<file path="config.mk">
export PLATFORM = sky130hd
export DESIGN_NAME = integral_image_rect_sum
export DESIGN_NICKNAME = d
export VERILOG_FILES = /design/src/rtl/integral_image_rect_sum.sv
export SDC_FILE = /design/constraint.sdc
export NUM_CORES = 1
export LEC_CHECK = 0
export CORE_AREA = 2 2 125 127
export DETAILED_ROUTE_END_ITERATION = 10
export DIE_AREA = 0 0 127 129
export PLACE_DENSITY = 0.75
export REMOVE_ABC_BUFFERS = 1
export SKIP_CTS_REPAIR_TIMING = 1
export SLEW_MARGIN = 20
export SYNTH_ARGS = -nofsm -noshare
export SYNTH_HDL_FRONTEND = slang
export SYNTH_SLANG_ARGS = --single-unit
</file>
<file path="constraint.sdc">
create_clock -name clk_vga -period 4.4 [get_ports clk_vga]
set_clock_uncertainty 0.2 [all_clocks]
set_input_delay 0.88 -clock clk_vga [delete_from_list [all_inputs] [get_ports clk_vga]]
set_output_delay 0.88 -clock clk_vga [all_outputs]
set_load 0.05 [all_outputs]
</file>
<file path="src/rtl/integral_image_rect_sum.sv">
// ============================================================================
// Module   : integral_image_rect_sum
// Summary  : Fetches up to four integral-image corners over BRAM port B and
//            returns the rectangle sum D - B - C + A. Optional request bounds
//            checking is enabled with the RECT_BOUNDS_CHECK_EN macro.
// Revision : 1.0 - initial release
// ============================================================================
`default_nettype none

module integral_image_rect_sum #(
    parameter int IMG_W      = 160,
    parameter int IMG_H      = 120,
    parameter int ADDR_W     = 15,
    parameter int DATA_W     = 20,
    parameter int COORD_W    = 8,
    parameter int RD_LATENCY = 1
) (
    input  logic               clk_vga,
    input  logic               rst,
    input  logic               req_valid,
    output logic               req_ready,
    input  logic [COORD_W-1:0] req_x0,
    input  logic [COORD_W-1:0] req_y0,
    input  logic [COORD_W-1:0] req_w,
    input  logic [COORD_W-1:0] req_h,
    output logic               rd_en,
    output logic [ADDR_W-1:0]  rd_addr,
    input  logic [DATA_W-1:0]  ii_rddata,
    output logic               res_valid,
    output logic [DATA_W-1:0]  res_sum,
    output logic               res_err
);

    localparam logic [1:0] S_IDLE  = 2'd0;
    localparam logic [1:0] S_ISSUE = 2'd1;
    localparam logic [1:0] S_DRAIN = 2'd2;
    localparam logic [1:0] S_DONE  = 2'd3;

    localparam logic [ADDR_W-1:0] c_IMG_W = ADDR_W'(IMG_W);
    localparam logic [ADDR_W-1:0] c_ONE   = ADDR_W'(1);

    logic [1:0]         r_state;
    logic [1:0]         w_state_next;
    logic [COORD_W-1:0] r_x0, r_y0, r_w, r_h;
    logic               r_reject;
    logic [1:0]         r_slot;
    logic               r_rd_en;
    logic [ADDR_W-1:0]  r_rd_addr;
    logic [3:0]         r_issue_tag;              // {valid, live, subtract, last}
    logic [3:0]         r_tag_pipe [RD_LATENCY];
    logic [DATA_W-1:0]  r_acc;
    logic               r_res_valid;
    logic [DATA_W-1:0]  r_res_sum;
    logic               r_res_err;

    logic               w_accept;
    logic               w_reject_in;
    logic [ADDR_W-1:0]  w_x0, w_y0, w_x1, w_y1, w_xm, w_ym;
    logic [ADDR_W-1:0]  w_slot_x, w_slot_y, w_slot_addr;
    logic               w_slot_live, w_slot_sub;
    logic [3:0]         w_tag_out;
    logic [DATA_W-1:0]  w_acc_next;
    logic               w_finish;

    assign req_ready = (r_state == S_IDLE) || (r_state == S_DONE);
    assign w_accept  = req_valid && req_ready;

`ifdef RECT_BOUNDS_CHECK_EN
    logic [COORD_W:0] w_x_end, w_y_end;
    assign w_x_end     = {1'b0, req_x0} + {1'b0, req_w};
    assign w_y_end     = {1'b0, req_y0} + {1'b0, req_h};
    assign w_reject_in = (req_w == '0) || (req_h == '0) ||
                         (w_x_end > (COORD_W+1)'(IMG_W)) ||
                         (w_y_end > (COORD_W+1)'(IMG_H));
`else
    assign w_reject_in = 1'b0;
`endif

    assign w_x0 = ADDR_W'(r_x0);
    assign w_y0 = ADDR_W'(r_y0);
    assign w_x1 = w_x0 + ADDR_W'(r_w) - c_ONE;
    assign w_y1 = w_y0 + ADDR_W'(r_h) - c_ONE;
    assign w_xm = w_x0 - c_ONE;
    assign w_ym = w_y0 - c_ONE;

    // Slot order D, B, C, A; corners left of column 0 or above row 0 read as zero.
    always_comb begin
        w_slot_x    = w_x1;
        w_slot_y    = w_y1;
        w_slot_live = 1'b1;
        w_slot_sub  = 1'b0;
        case (r_slot)
            2'd1: begin
                w_slot_y    = w_ym;
                w_slot_live = (r_y0 != '0);
                w_slot_sub  = 1'b1;
            end
            2'd2: begin
                w_slot_x    = w_xm;
                w_slot_live = (r_x0 != '0);
                w_slot_sub  = 1'b1;
            end
            2'd3: begin
                w_slot_x    = w_xm;
                w_slot_y    = w_ym;
                w_slot_live = (r_x0 != '0) && (r_y0 != '0);
            end
            default: ;
        endcase
    end

    assign w_slot_addr = w_slot_y * c_IMG_W + w_slot_x;
    assign w_tag_out   = r_tag_pipe[RD_LATENCY-1];

    always_comb begin
        w_acc_next = r_acc;
        if (w_tag_out[3] && w_tag_out[2]) begin
            w_acc_next = w_tag_out[1] ? (r_acc - ii_rddata) : (r_acc + ii_rddata);
        end
    end

    always_comb begin
        w_state_next = r_state;
        case (r_state)
            S_IDLE:  if (w_accept) w_state_next = S_ISSUE;
            S_ISSUE: if (r_reject || (r_slot == 2'd3)) w_state_next = S_DRAIN;
            S_DRAIN: if (r_reject || (w_tag_out[3] && w_tag_out[0])) w_state_next = S_DONE;
            S_DONE:  w_state_next = w_accept ? S_ISSUE : S_IDLE;
            default: w_state_next = S_IDLE;
        endcase
    end

    assign w_finish = (r_state == S_DRAIN) && (w_state_next == S_DONE);

    always_ff @(posedge clk_vga or posedge rst) begin
        if (rst) begin
            r_state     <= S_IDLE;
            r_x0        <= '0;
            r_y0        <= '0;
            r_w         <= '0;
            r_h         <= '0;
            r_reject    <= 1'b0;
            r_slot      <= 2'd0;
            r_rd_en     <= 1'b0;
            r_rd_addr   <= '0;
            r_issue_tag <= '0;
            for (int i = 0; i < RD_LATENCY; i++) r_tag_pipe[i] <= '0;
            r_acc       <= '0;
            r_res_valid <= 1'b0;
            r_res_sum   <= '0;
            r_res_err   <= 1'b0;
        end else begin
            r_state <= w_state_next;

            if (w_accept) begin
                r_x0     <= req_x0;
                r_y0     <= req_y0;
                r_w      <= req_w;
                r_h      <= req_h;
                r_reject <= w_reject_in;
                r_slot   <= 2'd0;
            end else if (r_state == S_ISSUE) begin
                r_slot <= r_slot + 2'd1;
            end

            if ((r_state == S_ISSUE) && !r_reject) begin
                r_rd_en     <= w_slot_live;
                r_rd_addr   <= w_slot_live ? w_slot_addr : '0;
                r_issue_tag <= {1'b1, w_slot_live, w_slot_sub, (r_slot == 2'd3)};
            end else begin
                r_rd_en     <= 1'b0;
                r_rd_addr   <= '0;
                r_issue_tag <= '0;
            end

            // Tag follows the read so it lines up with ii_rddata at the pipe end.
            r_tag_pipe[0] <= r_issue_tag;
            for (int i = 1; i < RD_LATENCY; i++) r_tag_pipe[i] <= r_tag_pipe[i-1];

            r_res_valid <= w_finish;
            if (w_finish) begin
                r_res_sum <= r_reject ? '0 : w_acc_next;
                r_res_err <= r_reject;
                r_acc     <= '0;
            end else begin
                r_acc <= w_acc_next;
            end
        end
    end

    assign rd_en     = r_rd_en;
    assign rd_addr   = r_rd_addr;
    assign res_valid = r_res_valid;
    assign res_sum   = r_res_sum;
    assign res_err   = r_res_err;

endmodule

`default_nettype wire

</file>
# After elaboration in Yosys (flattened, before gate mapping)

Cells that the tools add are included.

Bits in registers: 101
Bits of input ports: 55
Output and inout port bits: 39

$add $sub $neg: 10
$mul: 1
Eq/ne operators: 7
Muxes and demuxes: 18
Reduce and logical (&&, ||, !) cells: 13

Operators with widths:

| kind                    | count |
|---|---|
| $mux W15                | 4 |
| $mux W20                | 3 |
| $add A20 B20 Y20        | 1 |
| $sub A20 B20 Y20        | 1 |
| $sub A9 B1 Y10 const B  | 2 |
| $add A8 B8 Y9           | 2 |
| $sub A8 B1 Y9 const B   | 2 |
| $reduce_bool A8 Y1      | 2 |
| $add A15 B15 Y15        | 1 |
| $mul A15 B3 Y10 const B | 1 |
| $eq A2 B2 Y1 const B    | 5 |
| $mux W2                 | 5 |
| $pmux W2 S4             | 1 |
| $reduce_or A2 Y1        | 3 |
| $logic_and A1 B1 Y1     | 5 |
| $eq A2 B1 Y1 const B    | 2 |
| $mux W4                 | 1 |
| $mux W1                 | 3 |
| $pmux W1 S3             | 1 |
| $add A2 B1 Y2 const B   | 1 |
| $logic_not A2 Y1        | 1 |
| $reduce_bool A2 Y1      | 1 |
| $logic_or A1 B1 Y1      | 1 |

# Depth between registers and ports, before layout

Depth in word-level cells: 8
Depth in mapped cells: 23
Depth with buffers taken out: 23

# Worst setup path before layout

No wires, ideal clock.

Path kind: register to register
Start: register r_y0[2]
End: register r_rd_addr[14], in the netlist rd_addr[14]
Setup time: 0.066 ns
Data arrival time: 4.254 ns
Path slack: -0.120 ns
Cell stages (with the launch flop): 21
Clock period less this slack: 4.520 ns
Path through: dfrtp_1 -> inv_1 -> ha_1 -> inv_1 -> ha_1 -> a21o_1 -> a21oi_1 -> nor2b_1 -> o21a_1 -> o31a_1 -> mux2i_1 -> or3_1 -> ha_1 -> ha_1 -> or3b_2 -> o211ai_1 -> a311o_1 -> or4_1 -> a211oi_1 -> o211ai_1 -> nand2_1

Longest elaborated chain between the ends: 7

RTL lines:

| element                  | line | RTL |
|---|---|---|
| start: declaration       | 44   | `logic [COORD_W-1:0] r_x0, r_y0, r_w, r_h;` |
| start signal: assignment | 157  | `r_y0 <= req_y0;` |
| $add A8 B8 Y9            | 82   | `assign w_y1 = w_y0 + ADDR_W'(r_h) - c_ONE;` |
| $sub A9 B1 Y10           | 82   |  |
| $mux W15                 | 92   | `case (r_slot)` |
| $mul A15 B3 Y10          | 112  | `assign w_slot_addr = w_slot_y * c_IMG_W + w_slot_x;` |
| $add A15 B15 Y15         | 112  |  |
| $mux W15 (*)             | 168  | `r_rd_addr <= w_slot_live ? w_slot_addr : '0;` |
| $mux W15 (*)             | 166  | `if ((r_state == S_ISSUE) && !r_reject) begin` |
| end signal: assignment   | 168  |  |
| end: declaration         | 48   | `logic [ADDR_W-1:0] r_rd_addr;` |

Mark *: on every way between the ends. The rest lies on a longest branch, timed or not.
A chain may end at the register's enable or synchronous reset.

# Worst setup path after layout

Start: register r_y0[1]
End: register r_rd_addr[14], in the netlist rd_addr[14]

The elaborated chain is that of the path after synthesis.

==> qor.yml <==
endpoint_kind: "flop"
antennaDiodeCount: 0
cts_tree: "built"
worst_slew_pin_slew_ns: 0.9470
timing.critical_path.mode_cell: "ha_4"
async_flop_share_pct: 100.0
min-delay-start: "r_issue_tag[0]"
grt_start_max_net_pins: 68
io_buffers: 92
crit_buf_inv: 2
cpPeakStageDelay_ns: 0.52
violations: "negative setup slack"
maxCapViolCount: 0
worstPathArrival_ns: 4.66
numCtsBuffers: 9
place.gp.congestion: 0.9035
areaGrowthSynthToFinish_pct: 31.18
io_pins: 94
slew-limit-headroom_pct: 36.28
crit_family: "compound AO/OA/AOI/OAI gates"
fp-row-count: 45
layout.nets: 1177
place.detailed.hpwl_microns: 12550
crit_chain: "inv_2 -> ha_2 -> inv_1 -> ha_4 -> a21o_1 -> a21oi_2 -> nor2b_1 -> o21a_1 -> o31a_1 -> mux2i_1 -> or3_4 -> ha_4 -> ha_4 -> or3b_4 -> o211ai_1 -> a311o_1 -> or4_4 -> a211oi_2 -> o211ai_1 -> nand2_1"
syn_area_sq_mm: 0.007387
dpl_cell_area_sq_mm: 0.009106
r2r_start: "r_y0[1]"
ctsRootBufferMaster: "clkbuf_16"
drive_gt1_share_pct: 16.17
die_w_microns: 127
grt_overflow: 0
status: "finished, violations left"
yosys_warnings: 0
report.final.hold_viol_count: 0
drt_pass1_iterations: 4
routed_wirelength_microns: 16900
clock-sinks: 100
min_path_type: "flop to flop"
core_sq_mm: 0.01498
startpoint: "r_y0[1]"
maxSlewViolCount: 0
finalCritPeriodShare_pct: 103.6
final_util_pct: 64.70
start_kind: "flop"
slowest_stage: "or4_4"
reg2reg_depth: 20
path_clk_slew_ns: 0.07
path_max_fanout: 4
synth_ff_type: "dfrtp_1"
die_y_microns: 129
drt-vias-per-instance: 5.225
clkLatencyLatePin_ns: 0.36
remaining_drc_errors: 0
start_util_pct: 49.32
antenna_found_initial: 0
drtIter0Drc: 348
ys_ff_latch: 100
synth_edf_count: 0
max_freq_ghz: 0.2193
fin_ws_ns: -0.1599
routedWlPerCell_microns: 13.77
syn_inst: 867
synth.distinct_cells: 65
htree_levels: 3
dp_slack_ns: -0.2132
die_area_sq_mm: 0.01638
fin_area_sq_mm: 0.009691
grt_usage_pct: 21.17
rsz0062_at_grt: "yes"
ys_seq_area_share_pct: 33.88
vias: 6411
min_delay_path_depth: 0
fin_crit_ns: 4.560
crit_cells: 20
worst-setup-path-type: "flop to flop"
setup_violations: 1
syn_avg_cell_area_sq_um: 8.520
required_ns: 4.50
grt_pass1_vias: 6286
ant_nets: 0
clockBufferDepth: 2
grt_pass1_wl_microns: 28410
## layout by cell type, fill, tap and decap left out, types with 3 or more instances in the layout
| cell type | n |
|---|---|
| a31oi_1 | 9 |
| o31ai_1 | 4 |
| nor3_1 | 10 |
| nor3_2 | 3 |
| and2_1 | 10 |
| o21bai_1 | 6 |
| inv_1 | 82 |
| inv_2 | 5 |
| a211oi_1 | 12 |
| a211o_1 | 3 |
| o31a_1 | 4 |
| nand2b_1 | 6 |
| or2_2 | 5 |
| ha_4 | 8 |
| or3_1 | 5 |
| nor4_1 | 7 |
| clkbuf_16 | 9 |
| a311oi_1 | 3 |
| and3_1 | 4 |
| ha_1 | 71 |
| clkdlybuf4s50_1 | 92 |
| a21oi_2 | 3 |
| a21oi_1 | 46 |
| fa_1 | 3 |
| o21ai_0 | 78 |
| nand3_1 | 4 |
| o21ai_1 | 3 |
| o21a_1 | 7 |
| ha_2 | 4 |
| xnor2_1 | 46 |
| o211ai_1 | 7 |
| nand2_1 | 90 |
| a21o_1 | 15 |
| buf_4 | 93 |
| o2111ai_1 | 3 |
| nor2_1 | 83 |
| mux2i_1 | 8 |
| xor2_1 | 17 |
| dfrtp_1 | 100 |
| nand3b_1 | 4 |
## worst paths after layout
| check | end | slack (ns) |
|---|---|---|
| max | rd_addr[14] | -0.16 |
| min | r_tag_pipe[0] | 0.14 |
| max reg2reg | rd_addr[14] | -0.16 |
| min reg2reg | r_tag_pipe[0] | 0.14 |
| max in group asynchronous | r_h[0] | 2.53 |
| min in group asynchronous | res_sum[0] | 0.76 |
## kinds of logic after synthesis
group	Yosys count	share of synthesized area (%)
DFF	100	33.88
muxes	8	1.084
AOI/OAI and AO/OA	235	20.00
other	1	0.05076
and+or+nand+nor	253	15.85
adders and majority gates	88	15.41
buffers and inverters	119	6.250
xor gates and xnor gates	63	7.470
## state kept, by name, summed over array words and instances, names as in the netlist
| signal | count |
|---|---|
| r_acc | 20 |
| r_h | 8 |
| r_issue_tag | 4 |
| r_slot | 2 |
| r_state | 2 |
| r_tag_pipe | 4 |
| r_w | 8 |
| r_x0 | 8 |
| r_y0 | 8 |
| rd_addr | 15 |
| res_sum | 20 |
| res_valid | 1 |
## metal layers
metal / GRT usage (%) / part of all wire, %
met1: 26.77 / 46
met2: 37.16 / 49
met3: 2.495 / 2.9
met4: 8.468 / 2.2
met5: 0 / 0
## cell usage after synthesis (6+ instances only)
cell type | n | share of area (%)
dfrtp_1 | 100 | 34
a21o_1 | 15 | 1.5
nand2_1 | 90 | 4.6
nand2b_1 | 7 | 0.59
o21ai_0 | 81 | 5.5
or3_1 | 6 | 0.51
nor4_1 | 8 | 0.68
a31oi_1 | 11 | 0.93
o21bai_1 | 7 | 0.71
clkbuf_1 | 24 | 1.2
xnor2_1 | 46 | 5.5
nor2_1 | 84 | 4.3
o211ai_1 | 7 | 0.71
a21oi_1 | 49 | 3.3
a211oi_1 | 14 | 1.4
ha_1 | 83 | 14
inv_1 | 89 | 4.5
o21a_1 | 7 | 0.71
mux2i_1 | 8 | 1.1
and2_1 | 10 | 0.85
xor2_1 | 17 | 2.0
nor3_1 | 13 | 0.88
## stage by stage
stage	std cells	hold WS (ns)	setup TNS, ns
finish	1227	0.1442	-0.1599
global route	1227	0.1581	-0.5818
CTS	1222	0.1476	-0.3140
detailed placement	1206	0.1347	-0.4381
global placement	1206	0.1315	-0.2318
floorplan	837	0.1312	-8.310
## cell type report
type | count | area (sq um)
multi-input combinational | 648 | 4674
tap | 188 | 235.2
clock buffer | 10 | 229.0
inverter | 89 | 339.1
sequential | 100 | 2502
clock inverter | 6 | 71.32
timing repair buffer | 186 | 1639
fill | 1242 | 5286
Power is left out: the tool's default activity adds up to more than one toggle a clock period on the data nets, which glitch-free logic cannot reach.
